File: src/rtl/seg7_pkg.sv
// Shared constants for the 7-segment scan driver: active-low segment codes,
// conversion FSM states and the input saturation limit.
package seg7_pkg;

    localparam int MAX_VALUE = 9999;

    // Segment order {g,f,e,d,c,b,a}; a 0 lights a segment
    localparam logic [6:0] SEG_0   = 7'h40;
    localparam logic [6:0] SEG_1   = 7'h79;
    localparam logic [6:0] SEG_2   = 7'h24;
    localparam logic [6:0] SEG_3   = 7'h30;
    localparam logic [6:0] SEG_4   = 7'h19;
    localparam logic [6:0] SEG_5   = 7'h12;
    localparam logic [6:0] SEG_6   = 7'h02;
    localparam logic [6:0] SEG_7   = 7'h78;
    localparam logic [6:0] SEG_8   = 7'h00;
    localparam logic [6:0] SEG_9   = 7'h10;
    localparam logic [6:0] SEG_E   = 7'b0000110;
    localparam logic [6:0] SEG_R   = 7'b0101111;
    localparam logic [6:0] SEG_OFF = 7'h7F;

    typedef enum logic [1:0] {
        ST_IDLE,
        ST_SHIFT,
        ST_COMMIT
    } conv_state_t;

    function automatic logic [13:0] sat_value(input logic [13:0] v);
        return (v > 14'(MAX_VALUE)) ? 14'(MAX_VALUE) : v;
    endfunction

    function automatic logic [6:0] seg_code(input logic [3:0] d);
        case (d)
            4'd0:    return SEG_0;
            4'd1:    return SEG_1;
            4'd2:    return SEG_2;
            4'd3:    return SEG_3;
            4'd4:    return SEG_4;
            4'd5:    return SEG_5;
            4'd6:    return SEG_6;
            4'd7:    return SEG_7;
            4'd8:    return SEG_8;
            4'd9:    return SEG_9;
            default: return SEG_OFF;
        endcase
    endfunction

endpackage

File: src/rtl/seg7_scan_driver_if.sv
// Value/control inputs and display outputs of the scan driver, grouped as one bus.
interface seg7_scan_driver_if;
    logic [13:0] value_in;
    logic        load;
    logic        show_error;
    logic        blank;
    logic [6:0]  seg;
    logic [3:0]  an;
    logic [1:0]  current_digit;
    logic        busy;

    modport master (
        output value_in, load, show_error, blank,
        input  seg, an, current_digit, busy
    );

    modport slave (
        input  value_in, load, show_error, blank,
        output seg, an, current_digit, busy
    );
endinterface

File: src/rtl/bin2bcd_seq.sv
// Sequential double-dabble: 14 shift/add iterations after start, done marks the
// cycle that performs the last one, so bcd is final on the following cycle.
module bin2bcd_seq
    import seg7_pkg::*;
(
    input  logic        clk,
    input  logic        rst_n,
    input  logic        start,
    input  logic [13:0] bin,
    output logic        done,
    output logic [15:0] bcd
);

    logic [13:0] r_sr;
    logic [15:0] r_bcd;
    logic [3:0]  r_cnt;
    logic        r_run;
    logic [15:0] w_adj;

    always_comb begin
        w_adj = r_bcd;
        for (int i = 0; i < 4; i++) begin
            if (r_bcd[i*4 +: 4] >= 4'd5) w_adj[i*4 +: 4] = r_bcd[i*4 +: 4] + 4'd3;
        end
    end

    always_ff @(posedge clk or negedge rst_n) begin
        if (!rst_n) begin
            r_sr  <= '0;
            r_bcd <= '0;
            r_cnt <= '0;
            r_run <= 1'b0;
        end else if (start) begin
            r_sr  <= bin;
            r_bcd <= '0;
            r_cnt <= '0;
            r_run <= 1'b1;
        end else if (r_run) begin
            {r_bcd, r_sr} <= {w_adj, r_sr} << 1;
            r_cnt         <= r_cnt + 4'd1;
            if (r_cnt == 4'd13) r_run <= 1'b0;
        end
    end

    assign done = r_run && (r_cnt == 4'd13);
    assign bcd  = r_bcd;

endmodule

File: src/rtl/seg7_scan_driver.sv
// Converts a binary ms value to BCD in the background and scans four digits
// onto a shared active-low 7-segment bus, with error and blank overrides.
module seg7_scan_driver
    import seg7_pkg::*;
#(
    parameter  int REFRESH_DIV = 10000,
    localparam int CNT_W       = $clog2(REFRESH_DIV)
) (
    input  logic                 clk,
    input  logic                 rst_n,
    seg7_scan_driver_if.slave    bus
);

    conv_state_t r_state, w_state_nx;
    logic        w_start, w_commit, w_done;
    logic [13:0] w_start_val, w_in_sat;
    logic        r_pend, w_pend_nx;
    logic [13:0] r_pend_val, w_pend_val_nx;
    logic [15:0] w_bcd;
    logic [15:0] r_digits;

    logic [CNT_W-1:0] r_ref;
    logic [1:0]       r_cur;
    logic [3:0]       w_dig;
    logic             w_lz;
    logic [6:0]       w_seg_nx, r_seg;
    logic [3:0]       w_an_nx, r_an;

    assign w_in_sat = sat_value(bus.value_in);

    bin2bcd_seq u_bcd (
        .clk   (clk),
        .rst_n (rst_n),
        .start (w_start),
        .bin   (w_start_val),
        .done  (w_done),
        .bcd   (w_bcd)
    );

    always_ff @(posedge clk or negedge rst_n) begin
        if (!rst_n) begin
            r_state    <= ST_IDLE;
            r_pend     <= 1'b0;
            r_pend_val <= '0;
            r_digits   <= '0;
        end else begin
            r_state    <= w_state_nx;
            r_pend     <= w_pend_nx;
            r_pend_val <= w_pend_val_nx;
            if (w_commit) r_digits <= w_bcd;
        end
    end

    // A load landing in COMMIT chains straight into the next conversion
    always_comb begin
        w_state_nx    = r_state;
        w_start       = 1'b0;
        w_start_val   = w_in_sat;
        w_commit      = 1'b0;
        w_pend_nx     = r_pend;
        w_pend_val_nx = r_pend_val;
        case (r_state)
            ST_IDLE: begin
                if (bus.load) begin
                    w_start    = 1'b1;
                    w_state_nx = ST_SHIFT;
                end
            end
            ST_SHIFT: begin
                if (bus.load) begin
                    w_pend_nx     = 1'b1;
                    w_pend_val_nx = w_in_sat;
                end
                if (w_done) w_state_nx = ST_COMMIT;
            end
            ST_COMMIT: begin
                w_commit = 1'b1;
                if (bus.load || r_pend) begin
                    w_start     = 1'b1;
                    w_start_val = bus.load ? w_in_sat : r_pend_val;
                    w_pend_nx   = 1'b0;
                    w_state_nx  = ST_SHIFT;
                end else begin
                    w_state_nx  = ST_IDLE;
                end
            end
            default: w_state_nx = ST_IDLE;
        endcase
    end

    always_ff @(posedge clk or negedge rst_n) begin
        if (!rst_n) begin
            r_ref <= '0;
            r_cur <= '0;
        end else if (r_ref == CNT_W'(REFRESH_DIV - 1)) begin
            r_ref <= '0;
            r_cur <= r_cur + 2'd1;
        end else begin
            r_ref <= r_ref + 1'b1;
        end
    end

    assign w_dig = r_digits[{r_cur, 2'b00} +: 4];

    always_comb begin
        case (r_cur)
            2'd3:    w_lz = (r_digits[15:12] == 4'd0);
            2'd2:    w_lz = (r_digits[15:8] == 8'd0);
            2'd1:    w_lz = (r_digits[15:4] == 12'd0);
            default: w_lz = 1'b0;
        endcase
    end

    always_comb begin
        w_an_nx  = ~(4'b0001 << r_cur);
        w_seg_nx = w_lz ? SEG_OFF : seg_code(w_dig);
        if (bus.blank) begin
            w_an_nx  = 4'hF;
            w_seg_nx = SEG_OFF;
        end else if (bus.show_error) begin
            case (r_cur)
                2'd3:       w_seg_nx = SEG_E;
                2'd2, 2'd1: w_seg_nx = SEG_R;
                default:    w_seg_nx = SEG_OFF;
            endcase
        end
    end

    always_ff @(posedge clk or negedge rst_n) begin
        if (!rst_n) begin
            r_seg <= SEG_OFF;
            r_an  <= 4'hF;
        end else begin
            r_seg <= w_seg_nx;
            r_an  <= w_an_nx;
        end
    end

    assign bus.seg           = r_seg;
    assign bus.an            = r_an;
    assign bus.current_digit = r_cur;
    assign bus.busy          = (r_state != ST_IDLE);

endmodule

File: src/flat_wrapper.sv
// flat-port wrapper written by rule: the top's interface ports become plain ports
module seg7_scan_driver_flat import seg7_pkg::*;
#(
    parameter  int REFRESH_DIV = 10000,
    localparam int CNT_W       = $clog2(REFRESH_DIV)
)
  (clk, rst_n, bus_value_in, bus_load, bus_show_error, bus_blank, bus_seg, bus_an, bus_current_digit, bus_busy);
  seg7_scan_driver_if bus_i ();
  input  logic clk;
  input  logic rst_n;
  input wire logic [$bits(bus_i.value_in)-1:0] bus_value_in;
  input wire logic [$bits(bus_i.load)-1:0] bus_load;
  input wire logic [$bits(bus_i.show_error)-1:0] bus_show_error;
  input wire logic [$bits(bus_i.blank)-1:0] bus_blank;
  output wire logic [$bits(bus_i.seg)-1:0] bus_seg;
  output wire logic [$bits(bus_i.an)-1:0] bus_an;
  output wire logic [$bits(bus_i.current_digit)-1:0] bus_current_digit;
  output wire logic [$bits(bus_i.busy)-1:0] bus_busy;
  assign bus_i.value_in = bus_value_in;
  assign bus_i.load = bus_load;
  assign bus_i.show_error = bus_show_error;
  assign bus_i.blank = bus_blank;
  assign bus_seg = bus_i.seg;
  assign bus_an = bus_i.an;
  assign bus_current_digit = bus_i.current_digit;
  assign bus_busy = bus_i.busy;
  seg7_scan_driver #(.REFRESH_DIV(REFRESH_DIV)) u_core (.clk(clk), .rst_n(rst_n), .bus(bus_i));
endmodule
File: config.mk
export PLATFORM = sky130hd
export DESIGN_NAME = seg7_scan_driver_flat
export DESIGN_NICKNAME = d
export VERILOG_FILES = /design/src/rtl/seg7_pkg.sv /design/src/rtl/seg7_scan_driver_if.sv /design/src/rtl/bin2bcd_seq.sv /design/src/rtl/seg7_scan_driver.sv /design/src/flat_wrapper.sv
export SDC_FILE = /design/constraint.sdc
export NUM_CORES = 1
export LEC_CHECK = 0
export ABC_AREA = 1
export CAP_MARGIN = 20
export CORE_MARGIN = 4
export CORE_UTILIZATION = 64
export CTS_CLUSTER_DIAMETER = 120
export CTS_CLUSTER_SIZE = 25
export DETAILED_ROUTE_END_ITERATION = 10
export HOLD_SLACK_MARGIN = 0.03
export MAX_ROUTING_LAYER = met4
export PLACE_DENSITY = 0.85
export SETUP_SLACK_MARGIN = 0.1
export SYNTH_ARGS = -nofsm -noshare
export SYNTH_HDL_FRONTEND = slang
export SYNTH_SLANG_ARGS = --single-unit
File: constraint.sdc
create_clock -name clk -period 4.3 [get_ports clk]
set_input_delay 0.86 -clock clk [delete_from_list [all_inputs] [get_ports clk]]
set_output_delay 0.86 -clock clk [all_outputs]
set_load 0.05 [all_outputs]
==> results of run 1 <==
-- report_power, final --
part	switching [uW]	internal, uW
sequential	181	1170
combinational	727	417
clock	329	275
total	1240	1860
-- layer usage --
metal | track usage | vias to the layer above
met5 | - | -
met4 | 0.0877 | 0
met3 | 0.0383 | 18
met2 | 0.397 | 87
met1 | 0.322 | 1915
li1 | - | 2015
-- synthesized netlist by cell type --
library cell  number
nand2_1          178
dfrtp_1           84
inv_1             68
o21ai_0           53
nand3_1           50
nor2_1            40
ha_1              21
o21ai_1           15
xor2_1            12
dfstp_2           11
inv_2              9
a21oi_1            8
buf_2              8
o22ai_1            7
nand2_2            6
nor3_1             6
nand4_1            5
or2_2              5
buf_6              4
o21bai_1           4
clkbuf_1           3
nand3b_1           3
nor2_2             3
nand2_4            2
xnor2_1            2
a21oi_2            1
a22oi_2            1
a31oi_1            1
buf_4              1
nand3_2            1
nand3_4            1
nor3b_1            1
o211ai_1           1
-- sequential cells by signal, summed over array words and instances, names as in the netlist --
name and flops:
u_core.r_pend_val 14, u_core.r_ref 14, u_core.r_state 2, u_core.bus.seg 7, u_core.u_bcd.r_run 1, u_core.bus.current_digit 2
u_core.bus.an 4, u_core.r_digits 16, u_core.u_bcd.r_sr 14, u_core.r_pend 1, u_core.u_bcd.r_cnt 4, u_core.u_bcd.bcd 16
-- layout make-up --
type	instances	area, um^2
Sequential cell	95	2390
Clock buffer	9	124
Inverter	77	289
Tap cell	99	124
Multi-Input combinational cell	427	2170
Timing Repair Buffer	34	333
Clock inverter	7	77.6
Fill cell	563	1900
-- through the flow --
step | hold slack (ps) | total power [uW]
2_1_floorplan | 433 | 2220
3_3_place_gp | 446 | 2430
3_5_place_dp | 462 | 2500
4_1_cts | 476 | 3110
5_1_grt | 513 | 3350
6_report | 472 | 3100
-- worst min-delay path by stage --
| stage | end | startpoint | slack [ps] |
|---|---|---|---|
| 2_1_floorplan | u_core.r_ref[0]$_DFF_PN0_ | u_core.r_ref[0]$_DFF_PN0_ | 430 |
| 3_3_place_gp | u_core.r_ref[0]$_DFF_PN0_ | u_core.r_ref[0]$_DFF_PN0_ | 450 |
| 3_5_place_dp | u_core.r_ref[0]$_DFF_PN0_ | u_core.r_ref[0]$_DFF_PN0_ | 460 |
| 4_1_cts | u_core.r_ref[0]$_DFF_PN0_ | u_core.r_ref[0]$_DFF_PN0_ | 480 |
| 5_1_grt | u_core.u_bcd.r_sr[3]$_DFFE_PN0P_ | u_core.u_bcd.r_sr[3]$_DFFE_PN0P_ | 510 |
| 6_report | u_core.r_ref[0]$_DFF_PN0_ | u_core.r_ref[0]$_DFF_PN0_ | 470 |
-- cell families after synthesis --
logic type,after synthesis,share of synthesized area
and+or+nand+nor,301,0.262
DFF,95,0.482
buffers and inverters,93,0.0793
AOI/OAI and AO/OA,91,0.0987
adders and majority gates,21,0.0530
xor gates and xnor gates,14,0.0247
==> impl_metrics.json, run 1 <==
{
  "required_ps": 3440,
  "layout_common_cells": "nand2_1 (178), dfrtp_1 (84), inv_1 (68), o21ai_0 (53), nand3_1 (50)",
  "tightestPinTransition_ps": 840,
  "synth_seq_cells": 95,
  "layout-drive-gt1-share": 0.0909,
  "area_delta_synth_final_pct": 11.2,
  "grt_first_pass_wirelength_mm": 17.5,
  "period_minus_slack_ps": 2740,
  "cpPeakStageDelay_ps": 890,
  "drt-total-wl_mm": 9.89,
  "rows": 31,
  "via_per_inst": 5.39,
  "antenna_found_initial": 0,
  "worst-path-stages": 1,
  "gr-total-overflow": 0,
  "final_core_util": 0.744,
  "top_layer": "met4",
  "insertion_delay_ps": 370,
  "firstDrtPassIters": 5,
  "yosysTopAreaCellShare": 0.424,
  "wire_per_inst_um": 13.2,
  "syn_area_um2": 4960,
  "place_congestion": 0.900,
  "post-route-drc-count": 0,
  "preCtsSetupSlack_ps": 1450,
  "path_class": "reg2out",
  "grt_pass1_vias": 3910,
  "crit_family": "buffers and inverters",
  "core_area_um2": 7410,
  "hold_violations": 0,
  "maxSlewViolCount": 0,
  "insertedDiodeCount": 0,
  "dp_hpwl_mm": 7.14,
  "htreeDepth": 3,
  "powerDensity_nw_per_um2": 563,
  "hold_buffers": 0,
  "grt_util_all_layers": 0.248,
  "initial_core_util": 0.669,
  "final_cells": 748,
  "path_cells": "clkdlybuf4s50_1",
  "clk_pin_slew_ps": 100,
  "fin_skew_ps": 13.3,
  "critPathBufInv": 1,
  "fmax_mhz": 365,
  "status": "complete, no violations",
  "die_area_um2": 9220,
  "yosys.area.top_type": "dfrtp_1",
  "netlist_instances": 615,
  "r2r_slack_ps": 2190,
  "cp_max_fo": 13,
  "setup_tns_ps": 0,
  "placed_cell_area_um2": 5310,
  "rsz0062_at_grt": "no",
  "ios": 33,
  "num_vias": 4035,
  "timing.final.ws_setup_ps": 1560,
  "syn_avg_cell_area_um2": 8.06,
  "hold-path-cell-count": 1,
  "yosysWarningCount": 0,
  "synth_seq_area_share": 0.482,
  "cts_tree": "built",
  "clock-root-buffer": "clkbuf_8",
  "dr_wl_met2_mm": 4.86,
  "dieHeight_um": 96,
  "wl_met1_mm": 4.46,
  "timing.rr.start": "u_core.r_state[0]$_DFFE_PN0P_",
  "numCtsBuffers": 9,
  "final_cell_area_um2": 5510,
  "grt_max_degree": 71,
  "crit_path_end": "bus_current_digit[0]",
  "port_buffers": 32,
  "die_width_um": 96,
  "ir_worst_vdd_mv": 0.385,
  "crit_start": "u_core.bus.current_digit[0]$_DFFE_PN0N_",
  "cts.sinks": 95,
  "final_common_cell": "nand2_1",
  "syn_nets": 655,
  "ctsResizeCount": 0,
  "end_kind": "output port",
  "r2r_cells": 9,
  "antenna_left": 0,
  "worstSetupStartpointType": "flip-flop",
  "reg2reg_to": "u_core.u_bcd.r_sr[7]$_DFFE_PN0P_",
  "post_cts_buffers": 0,
  "maxCapViolCount": 0,
  "nets": 684,
  "cts_buffer_depth": 2,
  "p_leak_uw": 0.00274,
  "first_iter_violations": 176,
  "synthTopCellsByArea": "dfrtp_1 (42%), nand2_1 (13%), dfstp_2 (5.8%)",
  "setup_viol": 0,
  "hold_class": "reg2reg",
  "wl_met3_um": 407,
  "cp_data_arrival_time_ps": 1880,
  "synthDistinctLibCells": 33,
  "crit_slowest_cell": "clkdlybuf4s50_1",
  "placedCellCount": 732,
  "slew_headroom": 0.440,
  "period_share": 0.636
}
Power figures use the tool's default switching activity.
==> run 2, diff against run 1 <==
--- a/config.mk
+++ b/config.mk
@@ -8,13 +8,13 @@
 export ABC_AREA = 1
 export CAP_MARGIN = 20
 export CORE_MARGIN = 4
-export CORE_UTILIZATION = 64
+export CORE_UTILIZATION = 59
 export CTS_CLUSTER_DIAMETER = 120
 export CTS_CLUSTER_SIZE = 25
 export DETAILED_ROUTE_END_ITERATION = 10
 export HOLD_SLACK_MARGIN = 0.03
 export MAX_ROUTING_LAYER = met4
-export PLACE_DENSITY = 0.85
+export PLACE_DENSITY = 0.8
 export SETUP_SLACK_MARGIN = 0.1
 export SYNTH_ARGS = -nofsm -noshare
 export SYNTH_HDL_FRONTEND = slang
==> constraint.sdc (replaced) <==
create_clock -name clk -period 2.85 [get_ports clk]
set_input_delay 0.57 -clock clk [delete_from_list [all_inputs] [get_ports clk]]
set_output_delay 0.57 -clock clk [all_outputs]
set_load 0.05 [all_outputs]
==> impl_metrics.json, run 2 (synthesized netlist as in run 1, its figures left out) <==
{
  "status": "complete, no violations",
  "die_width_um": 99.7,
  "antenna_left": 0,
  "worstSetupStartpointType": "flip-flop",
  "reg2reg_to": "u_core.u_bcd.r_sr[7]$_DFFE_PN0P_",
  "hold_violations": 0,
  "cp_max_fo": 13,
  "post_cts_buffers": 0,
  "cts_buffer_depth": 2,
  "setup_tns_ps": 0,
  "grt_util_all_layers": 0.217,
  "powerDensity_nw_per_um2": 848,
  "insertedDiodeCount": 0,
  "clk_pin_slew_ps": 90,
  "insertion_delay_ps": 350,
  "grt_first_pass_wirelength_mm": 17.2,
  "clock-root-buffer": "clkbuf_8",
  "slew_headroom": 0.648,
  "firstDrtPassIters": 5,
  "antenna_found_initial": 0,
  "path_class": "reg2out",
  "numCtsBuffers": 9,
  "rsz0062_at_grt": "no",
  "timing.rr.start": "u_core.r_state[0]$_DFFE_PN0P_",
  "crit_family": "buffers and inverters",
  "maxCapViolCount": 0,
  "hold_class": "in2async",
  "gr-total-overflow": 0,
  "port_buffers": 32,
  "crit_slowest_cell": "clkdlybuf4s50_1",
  "n_fill_cell": 680,
  "initial_core_util": 0.606,
  "period_minus_slack_ps": 2450,
  "drt-total-wl_mm": 9.75,
  "via_per_inst": 5.36,
  "nets": 685,
  "tightestPinTransition_ps": 526,
  "htreeDepth": 3,
  "ctsResizeCount": 0,
  "first_iter_violations": 207,
  "layout-drive-gt1-share": 0.0892,
  "preCtsSetupSlack_ps": 249,
  "ir_worst_vdd_mv": 0.380,
  "r2r_cells": 9,
  "layout_common_cells": "nand2_1 (178), dfrtp_1 (84), inv_1 (68), o21ai_0 (53), nand3_1 (50)",
  "timing.final.ws_setup_ps": 402,
  "core_area_um2": 8180,
  "period_share": 0.859,
  "cts_tree": "built",
  "path_cells": "clkdlybuf4s50_1",
  "critPathBufInv": 1,
  "required_ps": 2280,
  "place_congestion": 0.873,
  "fmax_mhz": 409,
  "hold_buffers": 0,
  "r2r_slack_ps": 800,
  "dieHeight_um": 99.7,
  "grt_max_degree": 96,
  "cp_data_arrival_time_ps": 1880,
  "cts.sinks": 95,
  "area_delta_synth_final_pct": 11.7,
  "num_vias": 4045,
  "p_leak_uw": 0.00274,
  "final_common_cell": "nand2_1",
  "post-route-drc-count": 0,
  "wire_per_inst_um": 12.9,
  "fin_skew_ps": 9.74,
  "end_kind": "output port",
  "rows": 33,
  "die_area_um2": 9930,
  "grt_pass1_vias": 4029,
  "ios": 33,
  "dp_hpwl_mm": 6.97,
  "cpPeakStageDelay_ps": 890,
  "setup_viol": 0,
  "maxSlewViolCount": 0
}
run 2: how the worst max path moves through the flow:
stage                                            startpoint                              end  slack [ps]  depth (start not counted)
finish              u_core.bus.current_digit[0]$_DFFE_PN0N_             bus_current_digit[0]         400                          1
global route        u_core.bus.current_digit[0]$_DFFE_PN0N_             bus_current_digit[0]         340                          1
CTS                 u_core.bus.current_digit[0]$_DFFE_PN0N_             bus_current_digit[0]         390                          1
detailed placement                                 bus_load  u_core.u_bcd.bcd[2]$_DFFE_PN0P_         250                         10
global placement                                   bus_load  u_core.u_bcd.bcd[6]$_DFFE_PN0P_         410                         10
floorplan           u_core.bus.current_digit[0]$_DFFE_PN0N_      u_core.bus.seg[6]$_DFF_PN1_         850                         13
run 2: layer usage:
layer	global-route usage	routed length (um)	share of wire	vias up
met4	0.0945	252	0.026	0
met5	-	0	0	-
met2	0.370	4880	0.50	102
li1	-	-	-	2015
met1	0.257	4200	0.43	1908
met3	0.0330	418	0.043	20
run 2: layout make-up:
| class | count | area, um^2 | share of cell area |
|---|---|---|---|
| flip-flops and latches | 95 | 2390 | 0.432 |
| multi-input cells | 427 | 2170 | 0.392 |
| repair buffers | 35 | 353 | 0.0637 |
| inverters | 77 | 289 | 0.0522 |
| clock buffers | 12 | 145 | 0.0262 |
| well taps | 105 | 131 | 0.0237 |
| clock inverters | 4 | 53.8 | 0.00972 |
run 2: per-stage QoR:
step / area [um^2] / power (uW) / hold WS (ps) / utilization / instances
3_3_place_gp: 5340 / 3680 / 447 / 0.653 / 739
3_5_place_dp: 5340 / 3780 / 461 / 0.653 / 739
5_1_grt: 5540 / 5060 / 299 / 0.677 / 755
4_1_cts: 5540 / 4700 / 269 / 0.677 / 755
2_1_floorplan: 4960 / 3340 / 274 / - / 615
6_report: 5540 / 4690 / 237 / 0.677 / 755
run 2: power breakdown:
part,internal (uW),switching (uW),leakage (uW)
logic,644,1110,0.00148
clock network,434,478,0.0000932
registers,1770,256,0.00117
